$ cat src/rtl/reg_access_ctrl_if.sv
// Host request/response channel between the bus bridge and reg_access_ctrl.
// master = host side, slave = controller side.
interface reg_access_ctrl_if #(
  parameter int WIDTH = 4,
  parameter int AW    = 3
);
  logic             req_valid;
  logic             req_ready;
  logic             req_wr;
  logic [AW-1:0]    req_addr;
  logic [WIDTH-1:0] req_wdata;
  logic             rsp_valid;
  logic             rsp_ready;
  logic [WIDTH-1:0] rsp_rdata;
  logic             rsp_err;

  modport master (
    output req_valid, req_wr, req_addr, req_wdata, rsp_ready,
    input  req_ready, rsp_valid, rsp_rdata, rsp_err
  );

  modport slave (
    input  req_valid, req_wr, req_addr, req_wdata, rsp_ready,
    output req_ready, rsp_valid, rsp_rdata, rsp_err
  );
endinterface

$ cat src/rtl/reg_access_ctrl.sv
// Serialised host access to an update-strobed register bank: IDLE->EXEC->RESP, rsp_valid two cycles after the accept cycle, stalls in RESP while rsp_ready is low.
// Optional macro REG_ACCESS_ERR_EN flags out-of-range addresses on rsp_err; otherwise rsp_err is tied 0.
module reg_access_ctrl #(
  parameter int WIDTH = 4,
  parameter int NREGS = 8,
  parameter int AW    = 3
) (
  input  logic                   clk,
  input  logic                   rst_n,
  reg_access_ctrl_if.slave       bus,
  output logic [NREGS-1:0]       reg_update,
  output logic [WIDTH-1:0]       reg_new_value,
  input  logic [NREGS*WIDTH-1:0] reg_curr_value
);

  typedef enum logic [1:0] {
    IDLE = 2'd0,
    EXEC = 2'd1,
    RESP = 2'd2
  } state_t;

  // Write data lives in reg_new_value, so only the command and address are captured.
  typedef struct packed {
    logic          wr;
    logic [AW-1:0] addr;
  } req_t;

  state_t           state_q;
  state_t           state_d;
  req_t             cap_q;
  logic [NREGS-1:0] wr_onehot;
  logic [WIDTH-1:0] rd_sel;
  logic             hit;
  logic [WIDTH-1:0] rsp_rdata_q;

  always_comb begin
    state_d       = state_q;
    bus.req_ready = 1'b0;
    bus.rsp_valid = 1'b0;
    unique case (state_q)
      IDLE: begin
        bus.req_ready = 1'b1;
        if (bus.req_valid) state_d = EXEC;
      end
      EXEC: state_d = RESP;
      RESP: begin
        bus.rsp_valid = 1'b1;
        if (bus.rsp_ready) state_d = IDLE;
      end
      default: state_d = IDLE;
    endcase
  end

  // Address decodes match only in-range indices, so out-of-range accesses fall out as no strobe / zero data.
  always_comb begin
    wr_onehot = '0;
    for (int i = 0; i < NREGS; i++) begin
      if (bus.req_addr == AW'(i)) wr_onehot[i] = bus.req_wr;
    end
  end

  always_comb begin
    rd_sel = '0;
    hit    = 1'b0;
    for (int i = 0; i < NREGS; i++) begin
      if (cap_q.addr == AW'(i)) begin
        rd_sel = reg_curr_value[i*WIDTH +: WIDTH];
        hit    = 1'b1;
      end
    end
  end

  always_ff @(posedge clk or negedge rst_n) begin
    if (!rst_n) begin
      state_q       <= IDLE;
      cap_q         <= '0;
      reg_update    <= '0;
      reg_new_value <= '0;
      rsp_rdata_q   <= '0;
    end else begin
      state_q    <= state_d;
      reg_update <= '0;
      if (state_q == IDLE && bus.req_valid) begin
        cap_q      <= '{wr: bus.req_wr, addr: bus.req_addr};
        reg_update <= wr_onehot;
        if (bus.req_wr) reg_new_value <= bus.req_wdata;
      end
      if (state_q == EXEC) rsp_rdata_q <= cap_q.wr ? '0 : rd_sel;
    end
  end

  assign bus.rsp_rdata = rsp_rdata_q;

`ifdef REG_ACCESS_ERR_EN
  logic rsp_err_q;

  always_ff @(posedge clk or negedge rst_n) begin
    if (!rst_n) begin
      rsp_err_q <= 1'b0;
    end else if (state_q == EXEC) begin
      rsp_err_q <= ~hit;
    end
  end

  assign bus.rsp_err = rsp_err_q;
`else
  assign bus.rsp_err = 1'b0;
`endif

endmodule

$ cat src/flat_wrapper.sv
// flat-port wrapper written by rule: the top's interface ports become plain ports
module reg_access_ctrl_flat 
#(
  parameter int WIDTH = 4,
  parameter int NREGS = 8,
  parameter int AW    = 3
)
  (clk, rst_n, reg_update, reg_new_value, reg_curr_value, bus_req_valid, bus_req_wr, bus_req_addr, bus_req_wdata, bus_rsp_ready, bus_req_ready, bus_rsp_valid, bus_rsp_rdata, bus_rsp_err);
  reg_access_ctrl_if #(.WIDTH(WIDTH), .AW(AW)) bus_i ();
  input  logic clk;
  input  logic rst_n;
  output logic [NREGS-1:0] reg_update;
  output logic [WIDTH-1:0] reg_new_value;
  input  logic [NREGS*WIDTH-1:0] reg_curr_value;
  input wire logic [$bits(bus_i.req_valid)-1:0] bus_req_valid;
  input wire logic [$bits(bus_i.req_wr)-1:0] bus_req_wr;
  input wire logic [$bits(bus_i.req_addr)-1:0] bus_req_addr;
  input wire logic [$bits(bus_i.req_wdata)-1:0] bus_req_wdata;
  input wire logic [$bits(bus_i.rsp_ready)-1:0] bus_rsp_ready;
  output wire logic [$bits(bus_i.req_ready)-1:0] bus_req_ready;
  output wire logic [$bits(bus_i.rsp_valid)-1:0] bus_rsp_valid;
  output wire logic [$bits(bus_i.rsp_rdata)-1:0] bus_rsp_rdata;
  output wire logic [$bits(bus_i.rsp_err)-1:0] bus_rsp_err;
  assign bus_i.req_valid = bus_req_valid;
  assign bus_i.req_wr = bus_req_wr;
  assign bus_i.req_addr = bus_req_addr;
  assign bus_i.req_wdata = bus_req_wdata;
  assign bus_i.rsp_ready = bus_rsp_ready;
  assign bus_req_ready = bus_i.req_ready;
  assign bus_rsp_valid = bus_i.rsp_valid;
  assign bus_rsp_rdata = bus_i.rsp_rdata;
  assign bus_rsp_err = bus_i.rsp_err;
  reg_access_ctrl #(.WIDTH(WIDTH), .NREGS(NREGS), .AW(AW)) u_core (.clk(clk), .rst_n(rst_n), .bus(bus_i), .reg_update(reg_update), .reg_new_value(reg_new_value), .reg_curr_value(reg_curr_value));
endmodule
$ cat config.mk
export PLATFORM = sky130hd
export DESIGN_NAME = reg_access_ctrl_flat
export DESIGN_NICKNAME = d
export VERILOG_FILES = /design/src/rtl/reg_access_ctrl_if.sv /design/src/rtl/reg_access_ctrl.sv /design/src/flat_wrapper.sv
export SDC_FILE = /design/constraint.sdc
export NUM_CORES = 1
export LEC_CHECK = 0
export CORE_UTILIZATION = 34
export DETAILED_ROUTE_END_ITERATION = 6
export GPL_TIMING_DRIVEN = 0
export PLACE_DENSITY = 0.85
export SLEW_MARGIN = 25
export SYNTH_ARGS = -nofsm -noshare
export SYNTH_HDL_FRONTEND = slang
export SYNTH_SLANG_ARGS = --single-unit
export TNS_END_PERCENT = 100
$ cat constraint.sdc
create_clock -name clk -period 1.37 [get_ports clk]
set_input_delay 0.274 -clock clk [delete_from_list [all_inputs] [get_ports clk]]
set_output_delay 0.274 -clock clk [all_outputs]
set_load 0.02 [all_outputs]
### After elaboration in Yosys (flattened, before gate mapping)

Cells that the tools add are included.

* eq/ne operators: 18
* muxes and demuxes: 23
* reductions and logical operators: 6

Operator list (number)
* $mux W4: 9
* $eq A3 B3 Y1 const B: 8
* $eq A3 B2 Y1 const B: 4
* $mux W1: 10
* $mux W8: 1
* $eq A3 B1 Y1 const B: 2
* $logic_not A3 Y1: 2
* $pmux W2 S3: 1
* $mux W2: 2
* $ne A2 B2 Y1 const B: 2
* $reduce_and A2 Y1: 2
* $eq A2 B1 Y1 const B: 1
* $eq A2 B2 Y1 const B: 1
* $logic_not A2 Y1: 1
* $logic_and A1 B1 Y1: 1

* register bits after elaboration: 22
* output and inout bits: 19
* logic and storage cells: 53

### Logic depth before layout (Yosys ltp)

Gate-level depths: netlist of the first run.

* word-level depth: 10
* depth in mapped cells: 6

### Least setup slack after synthesis of the first run

Ideal clock, no wire load.

* kind: flip-flop to flip-flop
* from: register u_core.state_q[0]
* to: register u_core.reg_new_value[0]
* setup time: 0.125 ns
* arrival time: 1.292 ns
* required time: 1.245 ns
* slack: -0.047 ns
* cell stages (with the launch flop): 5
* clock period less this slack: 1.417 ns
* path through: dfrtp_1 -> nor3b_4 -> and2_4 -> buf_12 -> mux2_4

* cells in the longest elaborated chain, start to end: 3

RTL lines
* from (decl): RTL line reg_access_ctrl.sv:28 `state_t state_q;`
* from (signal assigned): RTL line reg_access_ctrl.sv:81 `state_q <= state_d;`
* $logic_not A2 Y1: RTL line reg_access_ctrl.sv:83 `if (state_q == IDLE && bus.req_valid) begin`
* $logic_and A1 B1 Y1: RTL line reg_access_ctrl.sv:83
* $reduce_and A2 Y1 (no source line)
* to (signal assigned): RTL line reg_access_ctrl.sv:86 `if (bus.req_wr) reg_new_value <= bus.req_wdata;`
* to (decl): RTL line reg_access_ctrl.sv:12 `output logic [WIDTH-1:0] reg_new_value,`

Every way passes these cells.
A chain may end at the register's enable or synchronous reset.

### Worst setup path after layout of the first run

* from: register u_core.state_q[0]
* to: register u_core.reg_new_value[1]

The elaborated chain is that of the path after synthesis.

==> reports/qor.yml, run 1 <==
grt_pass1_vias: 1062
nNetsFinal: 222
cp_slowest_cell: "dfrtp_1"
layout_common_cells: "clkdlybuf4s50_1 (42), dfrtp_1 (22), dlygate4sd2_1 (16)"
antennaDiodeCount: 0
synth_warnings: 0
yosys_register_bits: 22
drive_above_1_share_pct: 27.1
cts-root-buf: "clkbuf_4"
yosysTopAreaCell: "dfrtp_1"
worstSetupStartpointType: "flop"
rr_worst_depth: 4
insertion_delay_ns: 0.31
post-route-util_pct: 63.3
ios: 63
coreArea_sq_um: 3130
vias: 1072
syn_inst: 103
yosys.area_share.simple_pct: 15.7
antenna_found_initial: 0
cts_buffers: 3
status: "complete, but fails checks"
synth_nets: 147
synth-adder-area-share_pct: 0
hp-class: "input port to asynchronous set/reset pin"
mostFrequentLayoutCell: "clkdlybuf4s50_1"
crit_path_end_kind: "flop"
synth_mux_area_share_pct: 19.6
dieHeight_um: 60.2
gp_congestion: 0.743
crit_fanout: 5
grt_use_total_pct: 18.1
h-tree-depth: 1
viasPerCell: 4.85
placed_cells: 208
arrival_ns: 1.59
fp.dieW_um: 60.2
start_util_pct: 36.8
ir_drop_v: 0.000875
power_density_nw_per_um2: 1790
fin_tns_setup_ns: -0.00975
netlist.area_leader.share_pct: 47.9
clkTransAtPathRegs_ns: 0.13
period_minus_slack_ns: 1.38
synth_top_family_by_area: "multiplexers"
numPortBuffers: 61
worstPathCellList: "buf_6, nor3b_4, and2_4, mux2_4"
hold_viol: 0
finalWirelength_um: 3270
rows: 20
worst_pin_slew_ns: 0.512
area_delta_synth_final_pct: 72.1
regToRegEndpoint: "u_core.reg_new_value[1]"
syn_avg_cell_area_sq_um: 11.2
dp.final_hpwl_um: 2200
fin_crit_sh_pct: 100
crit_required_ns: 1.58
synthDistinctLibCells: 27
yosysSeqAreaShare_pct: 47.9
crit_type: "flop to flop"
finalNonFillerCells: 221
violations: "setup timing"
netlist_area_sq_um: 1150
cts.sinks: 22
grt_pass1_wl_um: 4680
cts_tree: "built"
maxSlewViolCount: 0
synth_area_leaders: "dfrtp_1 (48%), mux2i_1 (10%), o21ai_0 (6.5%)"
synth_xor_area_share_pct: 0
rsz0062_at_grt: "yes"
drt-pass1-iter-count: 4
detail-route-antenna-nets: 0
grt_max_degree: 23
critical_path.max_stage_delay_ns: 0.42
skew_ns: 0.00122
p_leak_nw: 0.918
reg2reg_slack_ns: -0.005
totalPowerFinal_mw: 3.54
fmax_mhz: 727
drtIter0Drc: 23
cap_viol_max_count: 0
clk_path_buf_depth: 2
setup_ws_ns: -0.00543
drc: 0
timing.rr.start: "u_core.state_q[0]"
routedWlPerCell_um: 14.8
setup_viol: 4
synth_compound_area_share_pct: 11.4
grt_overflow: 0
fp.dieArea_sq_um: 3620
relSlewSlack_pct: 65.9
==> how the worst max path moves through the flow <==
stage,start,endpoint
4_1_cts,u_core.state_q[0],u_core.reg_new_value[1]
5_1_grt,u_core.state_q[0],bus_req_ready
3_5_place_dp,bus_req_valid,u_core.reg_new_value[1]
2_1_floorplan,u_core.state_q[1],u_core.reg_new_value[0]
6_report,u_core.state_q[0],u_core.reg_new_value[1]
3_3_place_gp,bus_req_valid,u_core.reg_new_value[0]
==> stage by stage <==
step / hold WS [ns] / worst slack [ns] / area, sq um
2_1_floorplan: -0.0216 / -0.0463 / 1150
4_1_cts: 0.512 / -0.0236 / 1950
3_5_place_dp: 0.482 / -0.450 / 1820
6_report: 0.466 / -0.00543 / 1980
5_1_grt: 0.485 / -0.0533 / 1980
3_3_place_gp: 0.471 / -0.439 / 1820
==> cell families (layout without fill, tap and decap cells) <==
logic type      count (synthesis)  in the layout
flops                          22             22
buf+inv                         7             81
other cells                     1              1
compound gates                 24             24
simple gates                   29             29
mux                            20             20
==> routing by layer <==
| layer | global-route usage [%] | routed length, um | vias to the layer above | part of all wire [%] |
|---|---|---|---|---|
| met2 | 32.0 | 1740 | 33 | 53 |
| li1 | - | - | 508 | - |
| met4 | 6.98 | 38 | 0 | 1.2 |
| met5 | 0 | 0 | - | 0 |
| met1 | 21.3 | 1340 | 527 | 41 |
| met3 | 3.46 | 153 | 4 | 4.7 |
==> final cells by class <==
type	count	area, sq um
fill	268	1150
timing repair buffer	71	689
multi-input combinational	74	584
sequential	22	551
tap	44	55.1
buffer	5	43.8
clock inverter	1	30.0
clock buffer	3	22.5
inverter	1	3.75
==> report_power, final <==
part	internal, mW	switching [mW]
combinational	1.08	0.988
sequential	0.851	0.125
clock	0.296	0.211
==> flip-flops by register name, summed over array words and instances (netlist names) <==
name	cells
u_core.bus.rsp_rdata	4
u_core.state_q	2
u_core.reg_new_value	4
u_core.cap_q	4
u_core.reg_update	8
==> critical path: cells and delay by family, from the launching register on <==
| family | cells | cell delay, ns |
|---|---|---|
| simple gates | 2 | 0.42 |
| flops | 1 | 0.42 |
| mux | 1 | 0.31 |
| buf+inv | 1 | 0.13 |
==> cell usage after synthesis <==
master	instances
dfrtp_1	22
o21ai_0	15
mux2i_1	12
nor2_1	9
nand2b_1	6
nand2_1	5
a21oi_1	4
mux2_2	4
mux2_4	4
o22ai_1	3
buf_4	2
nor3_2	2
a22oi_1	1
a311o_1	1
and2_4	1
buf_12	1
buf_2	1
buf_6	1
clkbuf_1	1
conb_1	1
inv_1	1
nand2_4	1
nand2b_4	1
nand3_1	1
nor2b_1	1
nor3b_4	1
or2_2	1
==> timing repair <==
| action | CTS | global route |
|---|---|---|
| hold buffers | 0 | 1 |
| gates cloned | 2 | 0 |
| endpoints found under the setup margin | 32 | 22 |
| resized for setup | 42 | 14 |
| hold endpoints to repair | 0 | 22 |
| buffers inserted | 8 | 0 |
| pin swaps | 9 | 11 |
(Power assumes the default switching activity.)
==> run 2: changes to the inputs <==
SKIP_LAST_GASP = 1   (was unset)
==> reports/qor.yml, run 2 (synthesis gave the netlist of run 1 again) <==
status: "complete, but fails checks"
violations: "setup timing"
fin_crit_sh_pct: 101  # +0.92 points
setup_ws_ns: -0.0181  # -0.0127 ns
reg2reg_slack_ns: -0.01  # about the same
finalWirelength_um: 3270  # about the same
cts-root-buf: "clkbuf_4"
grt_max_degree: 23  # unchanged
internal-power_mw: 2.22  # about the same
drt-pass1-iter-count: 4  # unchanged
grt_overflow: 0  # unchanged
numPortBuffers: 61  # unchanged
switchingPower_mw: 1.32  # about the same
crit_type: "flop to primary output"
viasPerCell: 4.84  # -0.28%
vias: 1069  # -0.28%
p_leak_nw: 0.918  # about the same
power_frac_comb_pct: 58.2  # about the same
h-tree-depth: 1  # unchanged
fp.dieArea_sq_um: 3620  # unchanged
detail-route-antenna-nets: 0  # unchanged
worstSetupStartpointType: "flop"
fmax_mhz: 720  # -0.91%
crit_fanout: 3  # -2
cts.sinks: 22  # unchanged
drive_above_1_share_pct: 27.7  # +0.56 points
power_density_nw_per_um2: 1790  # -0.14%
start_util_pct: 36.8  # unchanged
skew_ns: 0.00123  # +0.0000106 ns
arrival_ns: 1.11  # -0.48 ns
maxSlewViolCount: 0  # unchanged
hp-class: "input port to asynchronous set/reset pin"
coreArea_sq_um: 3130  # unchanged
cts_tree: "built"
pwr-share-seq_pct: 27.5  # about the same
rsz0062_at_grt: "yes"
layout_common_cells: "clkdlybuf4s50_1 (42), dfrtp_1 (22), dlygate4sd2_1 (16)"
ios: 63  # unchanged
cts_buffers: 3  # unchanged
finalNonFillerCells: 221  # unchanged
period_minus_slack_ns: 1.39  # +0.0127 ns
routedWlPerCell_um: 14.8  # about the same
fp.dieW_um: 60.2  # unchanged
p_sw_share_pct: 37.3  # about the same
relSlewSlack_pct: 66.2  # +0.30 points
fillerInstances: 267  # -0.37%
mostFrequentLayoutCell: "clkdlybuf4s50_1"
drtIter0Drc: 21  # -8.7%
clkTransAtPathRegs_ns: 0.13  # about the same
placed_cells: 208  # unchanged
fin_tns_setup_ns: -0.0241  # -0.0144 ns
timing.rr.start: "u_core.state_q[0]"
antennaDiodeCount: 0  # unchanged
antenna_found_initial: 0  # unchanged
nNetsFinal: 222  # unchanged
grt_pass1_wl_um: 4680  # unchanged
regToRegEndpoint: "u_core.reg_new_value[1]"
ir_drop_v: 0.000876  # +0.10%
setup_viol: 4  # unchanged
area_delta_synth_final_pct: 72.4
worst_pin_slew_ns: 0.507  # -0.00455 ns
grt_use_total_pct: 18.1  # unchanged
p_clk_share_pct: 14.3  # about the same
hold_ws_ns: 0.464  # -0.00242 ns
clk_path_buf_depth: 2  # unchanged
grt_pass1_vias: 1062  # unchanged
insertion_delay_ns: 0.31  # about the same
hold_viol: 0  # unchanged
rows: 20  # unchanged
totalPowerFinal_mw: 3.54  # about the same
rr_worst_depth: 4  # unchanged
gp_congestion: 0.743  # unchanged
drc: 0  # unchanged
top_register: "u_core.reg_update"
dieHeight_um: 60.2  # unchanged
crit_path_end_kind: "primary output"
cap_viol_max_count: 0  # unchanged
crit_required_ns: 1.10  # -0.48 ns
dp.final_hpwl_um: 2200  # unchanged
largest_register_ffs: 8  # unchanged
-- run 2: critical path, cell delays in order (launching register included) --
cell and delay, ns:
dfrtp_1 0.42, buf_6 0.13, nor2_1 0.10, buf_4 0.15
-- run 2: power by group through the flow --
stage | Combinational [mW] | Sequential (mW) | Clock [mW]
after global routing | 2.20 | 1.01 | 0.542
final | 2.06 | 0.975 | 0.506
after detailed placement | 1.69 | 0.992 | 0
after floorplan | 0.932 | 1.12 | 0
after CTS | 1.95 | 0.975 | 0.512
after global placement | 1.64 | 0.979 | 0
-- run 2: worst max path at each step --
stage | start | to | cells past startpoint
after global placement | bus_req_valid | u_core.reg_new_value[0] | 5
after global routing | u_core.state_q[0] | bus_req_ready | 3
final | u_core.state_q[0] | bus_req_ready | 3
after detailed placement | bus_req_valid | u_core.reg_new_value[1] | 5
after floorplan | u_core.state_q[1] | u_core.reg_new_value[0] | 4
after CTS | u_core.state_q[0] | bus_rsp_valid | 3
-- run 2: what timing repair did --
item,4_1_cts,5_1_grt
setup buffers,8,0
hold buffers,0,1
setup endpoints to repair,32,22
pin swaps,8,12
endpoints found under the hold margin,0,22
gates cloned,2,0
gates resized for setup,39,18
-- run 2: final cells by class --
class	count	area, sq um	area share [%]
clock inverters	1	30.0	1.52
inverters	1	3.75	0.189
plain buffers	5	43.8	2.21
well taps	44	55.1	2.78
flip-flops and latches	22	551	27.8
multi-input cells	74	587	29.6
clock buffers	3	22.5	1.14
repair buffers	71	689	34.8
-- run 2: layer usage --
metal / wire length (um) / global-route usage, % / vias to the layer above
li1: - / - / 508
met1: 1340 / 21.3 / 524
met2: 1730 / 32.0 / 33
met3: 153 / 3.46 / 4
met4: 38 / 6.98 / 0
met5: 0 / 0 / -
-- run 2: per-stage QoR --
step | utilization [%] | worst slack (ns) | instance area, sq um
final | 63.4 | -0.0181 | 1980
after floorplan | - | -0.0463 | 1150
after global placement | 58.0 | -0.439 | 1820
after CTS | 62.3 | -0.150 | 1950
after global routing | 63.4 | -0.0686 | 1980
after detailed placement | 58.0 | -0.450 | 1820
==> run 3: changes to the inputs <==
CAP_MARGIN = 20   (was unset)
CTS_CLUSTER_SIZE = 12   (was unset)
==> results of run 3 <==
The final DEF is identical to that of run 2; final timing and power are the same.
